===== src/rtl/trap_pkg.sv =====
// Shared definitions for the trap/MRET sequencer: cause codes, mtvec mode and FSM encoding.
package trap_pkg;

    localparam logic [31:0] CAUSE_ILLEGAL = 32'd2;
    localparam logic [31:0] CAUSE_ECALL   = 32'd11;
    localparam logic [31:0] CAUSE_MEI     = 32'h8000_000B;

    localparam logic [1:0] MTVEC_MODE_VECTORED = 2'b01;

    typedef enum logic [2:0] {
        StIdle   = 3'd0,
        StDrain  = 3'd1,
        StSave   = 3'd2,
        StVector = 3'd3,
        StReturn = 3'd4
    } trap_state_e;

endpackage


===== src/rtl/trap_ctrl.sv =====
// Trap/MRET sequencer: kills younger instructions, drains MEM/WB, then updates
// trap CSRs and redirects fetch. One event in flight at a time.
module trap_ctrl
    import trap_pkg::*;
#(
    parameter int unsigned XLEN         = 32,
    parameter int unsigned DRAIN_CYCLES = 2
) (
    input  logic            clk,
    input  logic            rst,
    input  logic            ex_valid,
    input  logic [XLEN-1:0] ex_pc,
    input  logic            ex_illegal,
    input  logic            ex_ecall,
    input  logic            ex_mret,
    input  logic            irq_ext,
    input  logic            csr_mie,
    input  logic            csr_meie,
    input  logic [XLEN-1:0] csr_mtvec,
    input  logic [XLEN-1:0] csr_mepc,
    output logic            stall_if,
    output logic            flush_if_id,
    output logic            flush_id_ex,
    output logic            flush_ex_mem,
    output logic            trap_we,
    output logic [XLEN-1:0] trap_mepc,
    output logic [XLEN-1:0] trap_mcause,
    output logic            mret_we,
    output logic            redirect_valid,
    output logic [XLEN-1:0] redirect_pc,
    output logic            busy
);

    localparam int unsigned CNT_W = 3;
    localparam logic [XLEN-1:0] ALIGN_MASK = {{(XLEN-2){1'b1}}, 2'b00};

    trap_state_e     state_q, state_d;
    logic [CNT_W-1:0] cnt_q, cnt_d;
    logic [XLEN-1:0] cause_q, cause_d;
    logic [XLEN-1:0] pc_q, pc_d;
    logic            is_mret_q, is_mret_d;
    logic            busy_q;

    logic            irq_pending;
    logic            take;
    logic            take_mret;
    logic [XLEN-1:0] take_cause;
    logic [XLEN-1:0] vec_base;
    logic [XLEN-1:0] vec_off;
    logic [XLEN-1:0] vec_pc;

    assign irq_pending = irq_ext & csr_mie & csr_meie;

    // Priority encoder; a bubble never triggers regardless of its flags.
    always_comb begin
        take       = 1'b0;
        take_mret  = 1'b0;
        take_cause = '0;
        if (!rst && state_q == StIdle && ex_valid) begin
            if (ex_illegal) begin
                take       = 1'b1;
                take_cause = XLEN'(CAUSE_ILLEGAL);
            end else if (ex_ecall) begin
                take       = 1'b1;
                take_cause = XLEN'(CAUSE_ECALL);
            end else if (irq_pending) begin
                take       = 1'b1;
                take_cause = XLEN'(CAUSE_MEI);
            end else if (ex_mret) begin
                take      = 1'b1;
                take_mret = 1'b1;
            end
        end
    end

    // State register
    always_ff @(posedge clk or posedge rst) begin
        if (rst) begin
            state_q   <= StIdle;
            cnt_q     <= '0;
            cause_q   <= '0;
            pc_q      <= '0;
            is_mret_q <= 1'b0;
            busy_q    <= 1'b0;
        end else begin
            state_q   <= state_d;
            cnt_q     <= cnt_d;
            cause_q   <= cause_d;
            pc_q      <= pc_d;
            is_mret_q <= is_mret_d;
            busy_q    <= (state_d != StIdle);
        end
    end

    // Next-state logic
    always_comb begin
        state_d   = state_q;
        cnt_d     = cnt_q;
        cause_d   = cause_q;
        pc_d      = pc_q;
        is_mret_d = is_mret_q;
        unique case (state_q)
            StIdle: begin
                if (take) begin
                    state_d   = StDrain;
                    cnt_d     = CNT_W'(DRAIN_CYCLES - 1);
                    cause_d   = take_cause;
                    pc_d      = ex_pc;
                    is_mret_d = take_mret;
                end
            end
            StDrain: begin
                if (cnt_q == '0) begin
                    state_d = is_mret_q ? StReturn : StSave;
                end else begin
                    cnt_d = cnt_q - 1'b1;
                end
            end
            StSave:   state_d = StVector;
            StVector: state_d = StIdle;
            StReturn: state_d = StIdle;
            default:  state_d = StIdle;
        endcase
    end

    // Vectored mode offsets by 4*cause only for interrupts; wraps modulo 2^XLEN.
    assign vec_base = csr_mtvec & ALIGN_MASK;
    assign vec_off  = {{(XLEN-7){1'b0}}, cause_q[4:0], 2'b00};
    assign vec_pc   = ((csr_mtvec[1:0] == MTVEC_MODE_VECTORED) && cause_q[XLEN-1])
                    ? vec_base + vec_off : vec_base;

    // Output logic
    always_comb begin
        stall_if       = 1'b0;
        flush_if_id    = 1'b0;
        flush_id_ex    = 1'b0;
        flush_ex_mem   = 1'b0;
        trap_we        = 1'b0;
        mret_we        = 1'b0;
        redirect_valid = 1'b0;
        redirect_pc    = '0;
        unique case (state_q)
            StIdle: begin
                if (take) begin
                    stall_if     = 1'b1;
                    flush_if_id  = 1'b1;
                    flush_id_ex  = 1'b1;
                    flush_ex_mem = 1'b1;
                end
            end
            StDrain: begin
                stall_if     = 1'b1;
                flush_if_id  = 1'b1;
                flush_id_ex  = 1'b1;
                flush_ex_mem = 1'b1;
            end
            StSave: begin
                trap_we  = 1'b1;
                stall_if = 1'b1;
            end
            StVector: begin
                redirect_valid = 1'b1;
                redirect_pc    = vec_pc;
            end
            StReturn: begin
                mret_we        = 1'b1;
                redirect_valid = 1'b1;
                redirect_pc    = csr_mepc & ALIGN_MASK;
            end
            default: ;
        endcase
    end

    assign trap_mepc   = pc_q;
    assign trap_mcause = cause_q;
    assign busy        = busy_q;

endmodule


===== config.mk =====
export PLATFORM = sky130hd
export DESIGN_NAME = trap_ctrl
export DESIGN_NICKNAME = d
export VERILOG_FILES = /design/src/rtl/trap_pkg.sv /design/src/rtl/trap_ctrl.sv
export SDC_FILE = /design/constraint.sdc
export NUM_CORES = 1
export LEC_CHECK = 0
export ABC_AREA = 1
export CORE_ASPECT_RATIO = 1.2
export CORE_MARGIN = 4
export CORE_UTILIZATION = 38
export CTS_CLUSTER_DIAMETER = 100
export DETAILED_ROUTE_END_ITERATION = 12
export GPL_TIMING_DRIVEN = 0
export PLACE_DENSITY = 0.86
export SYNTH_ARGS = -nofsm -noshare
export SYNTH_HDL_FRONTEND = slang
export SYNTH_SLANG_ARGS = --single-unit

===== constraint.sdc =====
create_clock -name clk -period 6.4 [get_ports clk]
set_input_delay 1.92 -clock clk [delete_from_list [all_inputs] [get_ports clk]]
set_output_delay 1.92 -clock clk [all_outputs]
set_load 0.05 [all_outputs]

# Word level (Yosys, flattened, before mapping)
# Cells that the tools add are included.
# totals
ff_bits	72
latch_bits	0
ramBits	0
rom_bits	0
wordCells	57
n_memories	0
# classes
addsub	2
mul	0
n_div	0
order_cmp	0
n_eq_ne	7
shift	0
mux	28
bitwise	2
reduce_logical	12
# ops
op	n
32-bit 2-to-1 mux	5
32-bit case mux with 2 select lines	1
32-bit by 7-bit adder with 32-bit output	1
3-bit 2-to-1 mux	5
1-bit 2-to-1 mux	13
3-bit case mux with 3 select lines	1
3-bit by 2-bit == test with 1-bit output (second input constant)	2
3-bit zero test	2
3-bit case mux with 2 select lines	1
2-bit inequality test (second input constant)	2
1-bit case mux with 2 select lines	2
2-bit OR reduction	2
3-bit by 1-bit == test with 1-bit output (second input constant)	1
3-bit == test (second input constant)	1
1-bit logical AND	3
3-bit AND reduction	1
3-bit nonzero test	1
3-bit by 1-bit subtractor with 3-bit output (second input constant)	1
1-bit AND	2
2-bit by 1-bit == test with 1-bit output (second input constant)	1
2-bit AND reduction	1
2-bit nonzero test	1
1-bit zero test	1

# Depth between registers and ports, before layout
# Gate-level depths: netlist (run 1).
# depth
word_depth	9
depth_mapped	11

# Worst setup path before layout (run 1)
# No wires, ideal clock.
# synth_timing
kind	in2out
start	input port rst
end	output port flush_id_ex
arrival_time_ps	4413
required_ps	4480
slack_ps	67
cell_stages	10
path_cell_list	inv_1 > nand4_1 > inv_2 > nand2_2 > nand2_2 > inv_2 > buf_6 > buf_6 > nand2_1 > buf_4
# synth_between
elab_chain_len	6
# synth_lines
item	line	text
start: declaration	trap_ctrl.sv:10	input logic rst,
1-bit zero test (no source line)	-	
1-bit logical AND (2 in a row)	trap_ctrl.sv:59	if (!rst && state_q == StIdle && ex_valid) begin
1-bit 2-to-1 mux	trap_ctrl.sv:59	
1-bit 2-to-1 mux	-	
1-bit case mux with 2 select lines	-	
end: declaration	trap_ctrl.sv:23	output logic flush_id_ex,
# No other way between the ends.

# Final worst setup path (run 1)
# layout_timing
start	input port csr_mtvec[2]
end	output port redirect_pc[28]
# layout_between
elab_chain_len	3
# layout_lines
item	line	text
start: declaration	trap_ctrl.sv:19	input logic [XLEN-1:0] csr_mtvec,
32-bit by 7-bit adder with 32-bit output	trap_ctrl.sv:130	? vec_base + vec_off : vec_base;
32-bit 2-to-1 mux	trap_ctrl.sv:130	
32-bit case mux with 2 select lines	trap_ctrl.sv:142	unique case (state_q)
end: declaration	trap_ctrl.sv:30	output logic [XLEN-1:0] redirect_pc,
# No other way between the ends.

==> results.sh, run 1 <==
export IMPL_postRouteAntennaNets=0
export IMPL_diodes=0
export IMPL_cts_clk_slew_worst_paths_ps=80
export IMPL_cts_buffers=5
export IMPL_p_comb_frac=0.681
export IMPL_fillers=765
export IMPL_crit_type="in -> out"
export IMPL_grt_pass1_wl_um=18620
export IMPL_dpl_hpwl_um=9822
export IMPL_post_place_cells=844
export IMPL_synth_largest_area_cell="dfrtp_1"
export IMPL_final_nets=845
export IMPL_worst_hold_slack_ps=473.9
export IMPL_ir_drop_mv=0.3589
export IMPL_async_flop_share=1.000
export IMPL_drtIter0Drc=110
export IMPL_antenna_found_initial=0
export IMPL_die_area_um2=10290
export IMPL_synth_top_family_by_area="simple AND/OR/NAND/NOR gates"
export IMPL_synthTopCellsByCount="nand2_1 (230), inv_1 (52), dfrtp_1 (43)"
export IMPL_synthTopCellsByArea="dfrtp_1 (32%), nand2_1 (26%), buf_4 (7.5%)"
export IMPL_place_ws_ps=-653.9
export IMPL_synth_compound_area_share=0.07129
export IMPL_cts_setup_buffers=0
export IMPL_fp_dieH_um=110.3
export IMPL_status="completed"
export IMPL_finalSetupViolCount=0
export IMPL_synth_seq_cells=43
export IMPL_fin_crit_ps=6246
export IMPL_row_count=37
export IMPL_min_period_over_period=0.9760
export IMPL_port_buffers=176
export IMPL_ys_seq_area_frac=0.3244
export IMPL_fin_ws_ps=153.6
export IMPL_hold_viol=0
export IMPL_firstDrtPassIters=4
export IMPL_cp_arrival_ps=4330
export IMPL_clkLatencyLatePin_ps=300
export IMPL_pwr_share_seq=0.227
export IMPL_multi_input_area_um2=1819
export IMPL_p_leak_nw=2.932
export IMPL_postCtsHoldBufs=0
export IMPL_end_kind="output port"
export IMPL_synth_avg_cell_area_um2=6.354
export IMPL_synthDistinctLibCells=32
export IMPL_via_count=4008
export IMPL_regArea_um2=1076
export IMPL_cp_max_fo=7
export IMPL_max_cap_viol_count=0
export IMPL_switching_share=0.5430
export IMPL_stdcell_count=852
export IMPL_power_density_nw_per_um2=377.1
export IMPL_synthCells=522
export IMPL_synth_edf_count=0
export IMPL_p_int_mw=0.9377
export IMPL_relSlewSlack=0.6331
export IMPL_slew_violations=0
export IMPL_cts_resized=17
export IMPL_avgViaCountPerCell=4.704
export IMPL_synth_warnings=0
export IMPL_hold_path_class="reg -> reg"
export IMPL_grtUsageTotal=0.2286
export IMPL_power_switching_mw=1.114
export IMPL_tightest_slew_ps=548.7
export IMPL_yosysMostFrequentCell="nand2_1"
export IMPL_root_buffer="clkbuf_8"
export IMPL_drt_wl_total_um=11980
export IMPL_route_detailed_drc=0
export IMPL_setup_tns_ps=0
export IMPL_drive_gt1_frac=0.09252
export IMPL_synth_fa_ha_area_frac=0.02490
export IMPL_grt_pass1_vias=3868
export IMPL_clockBufferDepth=2
export IMPL_start_kind="input pin"
export IMPL_syn_to_final_growth_pct=64.01
export IMPL_clkSinkCount=43
export IMPL_muxShareOfSynthArea=0
export IMPL_fmax_mhz=160.1
export IMPL_boundaryPins=209
export IMPL_cts_htree_levels=2
export IMPL_cts_tree="done"
export IMPL_syn_area_um2=3317
export IMPL_finalClockSkew_ps=4.084
export IMPL_p_total_mw=2.052
export IMPL_synth_top_flop_cell="dfrtp_1"
export IMPL_core_um2=8564
export IMPL_p_clk_frac=0.092
export IMPL_grt_setup_unrepaired="false"
export IMPL_globalplace_congestion=0.9153
export IMPL_synth_top_cell_area_share=0.3244
export IMPL_start_util=0.3873
export IMPL_synth_xor_area_share=0.002641
export IMPL_gr_total_overflow=0
export IMPL_die_w_um=93.29
export IMPL_yosys_area_share_simple=0.4157
export IMPL_wl_per_cell_um=14.06
export IMPL_grt_max_degree=45
export IMPL_required_ps=4480
-- state kept, by name, indices dropped and copies added (netlist names) --
| signal | flops |
|---|---|
| trap_mepc | 32 |
| cnt_q | 3 |
| state_q | 3 |
| trap_mcause | 3 |
| busy | 1 |
| is_mret_q | 1 |
-- final timing paths --
kind	from	to	depth (start not counted)	slack [ps]
worst max register to register	state_q[0]$_DFF_PP0_	trap_mepc[9]$_DFFE_PP0P_	10	4710
max in group asynchronous	rst	trap_mepc[19]$_DFFE_PP0P_	2	4140
min in group asynchronous	rst	trap_mepc[8]$_DFFE_PP0P_	2	2010
worst max-delay path	csr_mtvec[2]	redirect_pc[28]	12	150
worst min register to register	trap_mepc[20]$_DFFE_PP0P_	trap_mepc[20]$_DFFE_PP0P_	2	470
worst min-delay path	trap_mepc[20]$_DFFE_PP0P_	trap_mepc[20]$_DFFE_PP0P_	2	470
-- worst max-delay path, stage by stage --
cell and delay [ps]:
clkdlybuf4s50_1 490, ha_1 210, fa_1 240, nand3_1 90, nand2_1 170, nand3_4 170
nor2_4 190, nand3_1 90, nand2_1 70, nand3_1 70, nand2_1 90, dlygate4sd2_1 530
-- area by class of cell --
type                       count  share of cell area
timing repair buffer         176              0.3224
sequential                    43              0.1978
buffer                        46             0.06026
multi-input combinational    408              0.3344
inverter                      54             0.03979
clock buffer                   8             0.01840
tap                          117             0.02691
-- power groups by stage --
stage | combinational (mW) | clock (mW) | sequential [mW]
finish | 1.40 | 0.189 | 0.466
floorplan | 0.574 | 0 | 0.819
detailed placement | 1.42 | 0 | 0.468
CTS | 1.41 | 0.198 | 0.465
global route | 1.48 | 0.209 | 0.483
global placement | 1.40 | 0 | 0.462
-- through the flow --
step           area (um^2)  utilization
3_5_place_dp          5334       0.6228
2_1_floorplan         3426            -
5_1_grt               5440       0.6352
3_3_place_gp          5334       0.6228
4_1_cts               5420       0.6329
6_report              5440       0.6352
-- cells in the final DEF (no fill, tap or decap), types with 3 or more instances in the layout --
cell / n
nand2_1: 230
clkdlybuf4s50_1: 150
inv_1: 51
dfrtp_1: 43
nand3_1: 38
nor2_1: 36
buf_4: 33
conb_1: 30
o21ai_0: 20
nand4_1: 11
dlymetal6s2s_1: 11
dlygate4sd2_1: 8
buf_2: 7
clkbuf_8: 7
o21bai_1: 5
o21ai_1: 5
ha_1: 5
clkbuf_2: 5
nand2_2: 4
nor3_1: 4
clkbuf_1: 4
nor2_4: 4
a21oi_1: 4
buf_6: 3
-- layer usage --
metal / global-route usage / up-vias / wire length (um)
li1: - / 1991 / -
met1: 0.2411 / 1807 / 4213
met2: 0.4195 / 191 / 6184
met3: 0.07807 / 19 / 1282
met4: 0.08482 / 0 / 299
met5: 0 / - / 0
-- logic make-up (layout without fill, tap and decap cells) --
family	count (synthesis)	after routing
XOR/XNOR	1	1
buffers and inverters	100	284
flip-flops	43	43
AO/OA/AOI/OAI	41	41
adder cells (fa/ha/maj)	6	6
other	1	30
AND/OR/NAND/NOR	330	330
Power figures use the tool's default switching activity.
==> inputs of run 2 (changes only) <==
--- a/config.mk
+++ b/config.mk
@@ -7,7 +7,6 @@
 export LEC_CHECK = 0
 export ABC_AREA = 1
 export CORE_ASPECT_RATIO = 1.2
-export CORE_MARGIN = 4
 export CORE_UTILIZATION = 38
 export CTS_CLUSTER_DIAMETER = 100
 export DETAILED_ROUTE_END_ITERATION = 12
==> results.sh, run 2 (same netlist as run 1, synthesis figures left out) <==
export IMPL_status="completed"
export IMPL_boundaryPins=209
export IMPL_cts_buffers=5
export IMPL_slew_violations=0
export IMPL_row_count=36
export IMPL_ir_drop_mv=0.3847
export IMPL_clkSinkCount=43
export IMPL_firstDrtPassIters=4
export IMPL_end_kind="output port"
export IMPL_start_util=0.4002
export IMPL_cts_htree_levels=2
export IMPL_grt_pass1_vias=4092
export IMPL_root_buffer="clkbuf_8"
export IMPL_globalplace_congestion=0.8831
export IMPL_relSlewSlack=0.5955
export IMPL_postRouteAntennaNets=0
export IMPL_path_buf_inv=2
export IMPL_cp_arrival_ps=4310
export IMPL_cpPeakStageDelay_ps=790
export IMPL_wl_per_cell_um=13.68
export IMPL_grtUsageTotal=0.2613
export IMPL_grt_pass1_wl_um=18670
export IMPL_crit_slowest_cell="clkdlybuf4s50_1"
export IMPL_drtIter0Drc=117
export IMPL_avgViaCountPerCell=4.682
export IMPL_hold_path_class="reg -> reg"
export IMPL_hold_viol=0
export IMPL_clkLatencyLatePin_ps=300
export IMPL_die_w_um=87.29
export IMPL_largest_register_ff_count=32
export IMPL_fmax_mhz=160.5
export IMPL_p_leak_nw=2.953
export IMPL_max_cap_viol_count=0
export IMPL_critPathMostFrequentCell="nand2_1"
export IMPL_gr_total_overflow=0
export IMPL_grt_max_degree=45
export IMPL_layout_common_cells="nand2_1 (230), clkdlybuf4s50_1 (149), inv_1 (51)"
export IMPL_via_count=3975
export IMPL_grt_setup_unrepaired="false"
export IMPL_finalSetupViolCount=0
export IMPL_final_common_cell="nand2_1"
export IMPL_tightest_slew_ps=606.7
export IMPL_power_density_nw_per_um2=379.5
export IMPL_dpl_hpwl_um=9474
export IMPL_diodes=0
export IMPL_min_period_over_period=0.9738
export IMPL_cts_clk_slew_worst_paths_ps=80
export IMPL_fin_ws_ps=168.0
export IMPL_fp_dieH_um=104.3
export IMPL_drive_gt1_frac=0.09388
export IMPL_clockBufferDepth=2
export IMPL_core_um2=8288
export IMPL_cp_max_fo=6
export IMPL_place_ws_ps=-745.3
export IMPL_fin_crit_ps=6232
export IMPL_port_buffers=176
export IMPL_antenna_found_initial=0
export IMPL_postCtsHoldBufs=0
export IMPL_cp_cell_sequence="clkdlybuf4s50_1, ha_1, nand3_1, nand2_1, nand2_1, nand2_1, nand3_1, nand2_1, nand3_1, nand2_1, clkdlybuf4s50_1"
export IMPL_final_nets=845
export IMPL_syn_to_final_growth_pct=63.90
export IMPL_p_total_mw=2.063
export IMPL_route_detailed_drc=0
export IMPL_finalClockSkew_ps=2.986
export IMPL_path_delay_family="buffers and inverters"
export IMPL_required_ps=4480
export IMPL_start_kind="input pin"
export IMPL_cts_tree="done"
export IMPL_die_area_um2=9108
export IMPL_drt_wl_total_um=11610
export IMPL_crit_type="in -> out"
==> run 2: worst paths after layout <==
| kind | cells after the start | startpoint | slack (ps) | end |
|---|---|---|---|---|
| max | 11 | csr_mtvec[3] | 170 | redirect_pc[29] |
| min | 2 | trap_mepc[24]$_DFFE_PP0P_ | 470 | trap_mepc[24]$_DFFE_PP0P_ |
| max reg2reg | 10 | state_q[0]$_DFF_PP0_ | 4690 | trap_mepc[15]$_DFFE_PP0P_ |
| min reg2reg | 2 | trap_mepc[24]$_DFFE_PP0P_ | 470 | trap_mepc[24]$_DFFE_PP0P_ |
| max in group asynchronous | 2 | rst | 4120 | trap_mepc[0]$_DFFE_PP0P_ |
| min in group asynchronous | 2 | rst | 2020 | trap_mepc[14]$_DFFE_PP0P_ |
==> run 2: area by class of cell <==
cell class / instances / area [um^2]
multi-input cells: 408 / 1819
fillers: 721 / 2851
clock buffers: 8 / 100.1
inverters: 54 / 216.5
repair buffers: 176 / 1754
plain buffers: 46 / 327.8
well taps: 114 / 142.6
flip-flops and latches: 43 / 1076
==> run 2: repair_timing <==
| item | in CTS | in global routing |
|---|---|---|
| endpoints found under the setup margin | 15 | 18 |
| resized for setup | 20 | 22 |
| buffers inserted | 0 | 0 |
==> run 2: worst register-to-register path: stages (launching register included) <==
cell and delay, ps:
dfrtp_1 410, nor2_1 140, nand4_1 200, inv_2 130, nand2_2 70, nand2_2 160, inv_2 60, buf_6 140
buf_6 140, nand2_1 80, nand2_1 60
==> run 2: stage by stage <==
stage | hold slack [ps] | util | cell area, um^2 | std cells | setup TNS, ps
final | 473.6 | 0.6559 | 5436 | 849 | 0
after floorplan | 464.1 | - | 3426 | 551 | 0
after global placement | 453.1 | 0.6431 | 5330 | 841 | -5748
after global routing | 496.9 | 0.6559 | 5436 | 849 | 0
after CTS | 478.7 | 0.6546 | 5425 | 849 | 0
after detailed placement | 457.2 | 0.6431 | 5330 | 841 | -3643
==> run 2: power by group <==
part	internal [mW]	switching, mW	total, mW
logic	0.448	0.950	1.40
registers	0.392	0.0783	0.470
clock network	0.0986	0.0963	0.195
==> run 2: layer usage <==
| layer | GRT usage | up-vias | part of all wire |
|---|---|---|---|
| met5 | 0 | - | 0 |
| met4 | 0.1089 | 0 | 0.024 |
| met3 | 0.06746 | 20 | 0.088 |
| met2 | 0.4933 | 178 | 0.52 |
| met1 | 0.2621 | 1787 | 0.37 |
| li1 | - | 1990 | - |
==> inputs of run 3 (changes only) <==
--- a/config.mk
+++ b/config.mk
@@ -11,7 +11,7 @@
 export CTS_CLUSTER_DIAMETER = 100
 export DETAILED_ROUTE_END_ITERATION = 12
 export GPL_TIMING_DRIVEN = 0
-export PLACE_DENSITY = 0.86
+export PLACE_DENSITY = 0.93
 export SYNTH_ARGS = -nofsm -noshare
 export SYNTH_HDL_FRONTEND = slang
 export SYNTH_SLANG_ARGS = --single-unit
==> results.sh, run 3 (same netlist as run 1, synthesis figures left out) <==
export IMPL_layout_common_cells="nand2_1 (230), clkdlybuf4s50_1 (150), inv_1 (51)"
export IMPL_boundaryPins=209
export IMPL_status="completed"
export IMPL_max_cap_viol_count=0
export IMPL_largest_register_ff_count=32
export IMPL_drtIter0Drc=111
export IMPL_fp_dieH_um=104.3
export IMPL_hold_path_class="reg -> reg"
export IMPL_min_period_over_period=0.9798
export IMPL_diodes=0
export IMPL_place_ws_ps=-665.7
export IMPL_cp_max_fo=5
export IMPL_critPathMostFrequentCell="nand2_1"
export IMPL_p_leak_nw=2.945
export IMPL_port_buffers=176
export IMPL_core_um2=8288
export IMPL_wl_per_cell_um=13.97
export IMPL_cts_setup_buffers=0
export IMPL_grt_busiest_layer="met2"
export IMPL_grt_pass1_vias=4056
export IMPL_place_area_um2=5330
export IMPL_grtUsageTotal=0.2589
export IMPL_die_w_um=87.29
export IMPL_antenna_found_initial=0
export IMPL_worst_hold_slack_ps=477.2
export IMPL_cts_tree="done"
export IMPL_power_density_nw_per_um2=383.3
export IMPL_globalplace_congestion=0.9896
export IMPL_fin_crit_ps=6271
export IMPL_final_common_cell="nand2_1"
export IMPL_stdcell_area_um2=5451
export IMPL_finalCoreUtilization=0.6578
export IMPL_slew_violations=0
export IMPL_postRouteAntennaNets=0
export IMPL_grt_max_degree=45
export IMPL_tightest_slew_ps=630.7
export IMPL_clkSinkCount=43
export IMPL_crit_slowest_cell="clkdlybuf4s50_1"
export IMPL_cts_htree_levels=2
export IMPL_firstDrtPassIters=6
export IMPL_drive_gt1_frac=0.09660
export IMPL_relSlewSlack=0.5795
export IMPL_grt_pass1_wl_um=18370
export IMPL_cp_arrival_ps=4350
export IMPL_start_kind="input pin"
export IMPL_start_util=0.4002
export IMPL_path_buf_inv=3
export IMPL_finalClockSkew_ps=5.499
export IMPL_cpPeakStageDelay_ps=800
export IMPL_fmax_mhz=159.5
export IMPL_ir_drop_mv=0.4123
export IMPL_clockBufferDepth=2
export IMPL_clkLatencyLatePin_ps=300
export IMPL_p_total_mw=2.090
export IMPL_end_kind="output port"
export IMPL_cts_clk_slew_worst_paths_ps=80
export IMPL_avgViaCountPerCell=4.784
export IMPL_cts_buffers=5
export IMPL_dpl_hpwl_um=9434
export IMPL_row_count=36
export IMPL_met2_usage=0.4950
export IMPL_gr_usage_met3=0.07778
export IMPL_syn_to_final_growth_pct=64.35
export IMPL_route_detailed_drc=0
export IMPL_required_ps=4480
export IMPL_drt_wl_total_um=11860
export IMPL_via_count=4062
export IMPL_gr_total_overflow=0
export IMPL_finalSetupViolCount=0
export IMPL_hold_viol=0
export IMPL_fin_ws_ps=129.0
export IMPL_die_area_um2=9108
export IMPL_root_buffer="clkbuf_8"
export IMPL_crit_type="in -> out"
export IMPL_path_delay_family="buffers and inverters"
export IMPL_grt_setup_unrepaired="false"
export IMPL_cp_cell_sequence="clkdlybuf4s50_1, ha_1, nand2_1, inv_1, nand3_1, nand2_1, nand2_1, o21bai_1, nand3_1, nand2_1, clkdlybuf4s50_1"
export IMPL_grt_met1_usage=0.2398
export IMPL_final_nets=845
## run 3: cell count changes in the layout (fill, tap and decap cells not counted), sizes merged
cell,delta
buf,-1
bufinv,+1
clkdlybuf4s15,+2
clkdlybuf4s50,+1
clkinv,+1
dlygate4sd2,-4
## run 3: area by class of cell
class,instances,area [um^2]
fill,745,2836
multi-input combinational,408,1819
timing repair buffer,176,1752
sequential,43,1076
buffer,46,327.8
inverter,54,216.5
tap,114,142.6
clock buffer,6,82.58
clock inverter,2,35.03
## run 3: path summary, 6_finish.rpt
check | slack [ps] | end | start | cells after the start
max | 130 | redirect_pc[11] | csr_mtvec[5] | 11
min | 480 | trap_mepc[3]$_DFFE_PP0P_ | trap_mepc[3]$_DFFE_PP0P_ | 2
max reg2reg | 4690 | trap_mepc[11]$_DFFE_PP0P_ | state_q[0]$_DFF_PP0_ | 10
min reg2reg | 480 | trap_mepc[3]$_DFFE_PP0P_ | trap_mepc[3]$_DFFE_PP0P_ | 2
max in group asynchronous | 4130 | trap_mepc[4]$_DFFE_PP0P_ | rst | 2
min in group asynchronous | 1990 | trap_mepc[10]$_DFFE_PP0P_ | rst | 2
## run 3: tightest hold or removal path, cell delays in order, from the launching register on
cell and delay (ps):
dfrtp_1 350, nand2_1 60, nand2_1 40
## run 3: what timing repair did
action	4_1_cts	5_1_grt
endpoints found under the setup margin	14	23
resized for setup	16	31
hold buffers	0	0
## run 3: routing by layer
| metal | vias to the layer above | routed length, um |
|---|---|---|
| met5 | - | 0 |
| met4 | 0 | 443 |
| met3 | 40 | 1257 |
| met2 | 216 | 6255 |
| met1 | 1815 | 3904 |
| li1 | 1991 | - |
## run 3: power by group
| group | total [mW] | internal (mW) | switching, mW |
|---|---|---|---|
| Clock | 0.221 | 0.126 | 0.0947 |
| Combinational | 1.40 | 0.446 | 0.951 |
| Sequential | 0.472 | 0.392 | 0.0798 |
## run 3: stage by stage
| stage | setup TNS (ps) | std cells |
|---|---|---|
| after CTS | 0 | 849 |
| after floorplan | 0 | 551 |
| after global placement | -5352 | 841 |
| after detailed placement | -3733 | 841 |
| final | 0 | 849 |
| after global routing | 0 | 849 |
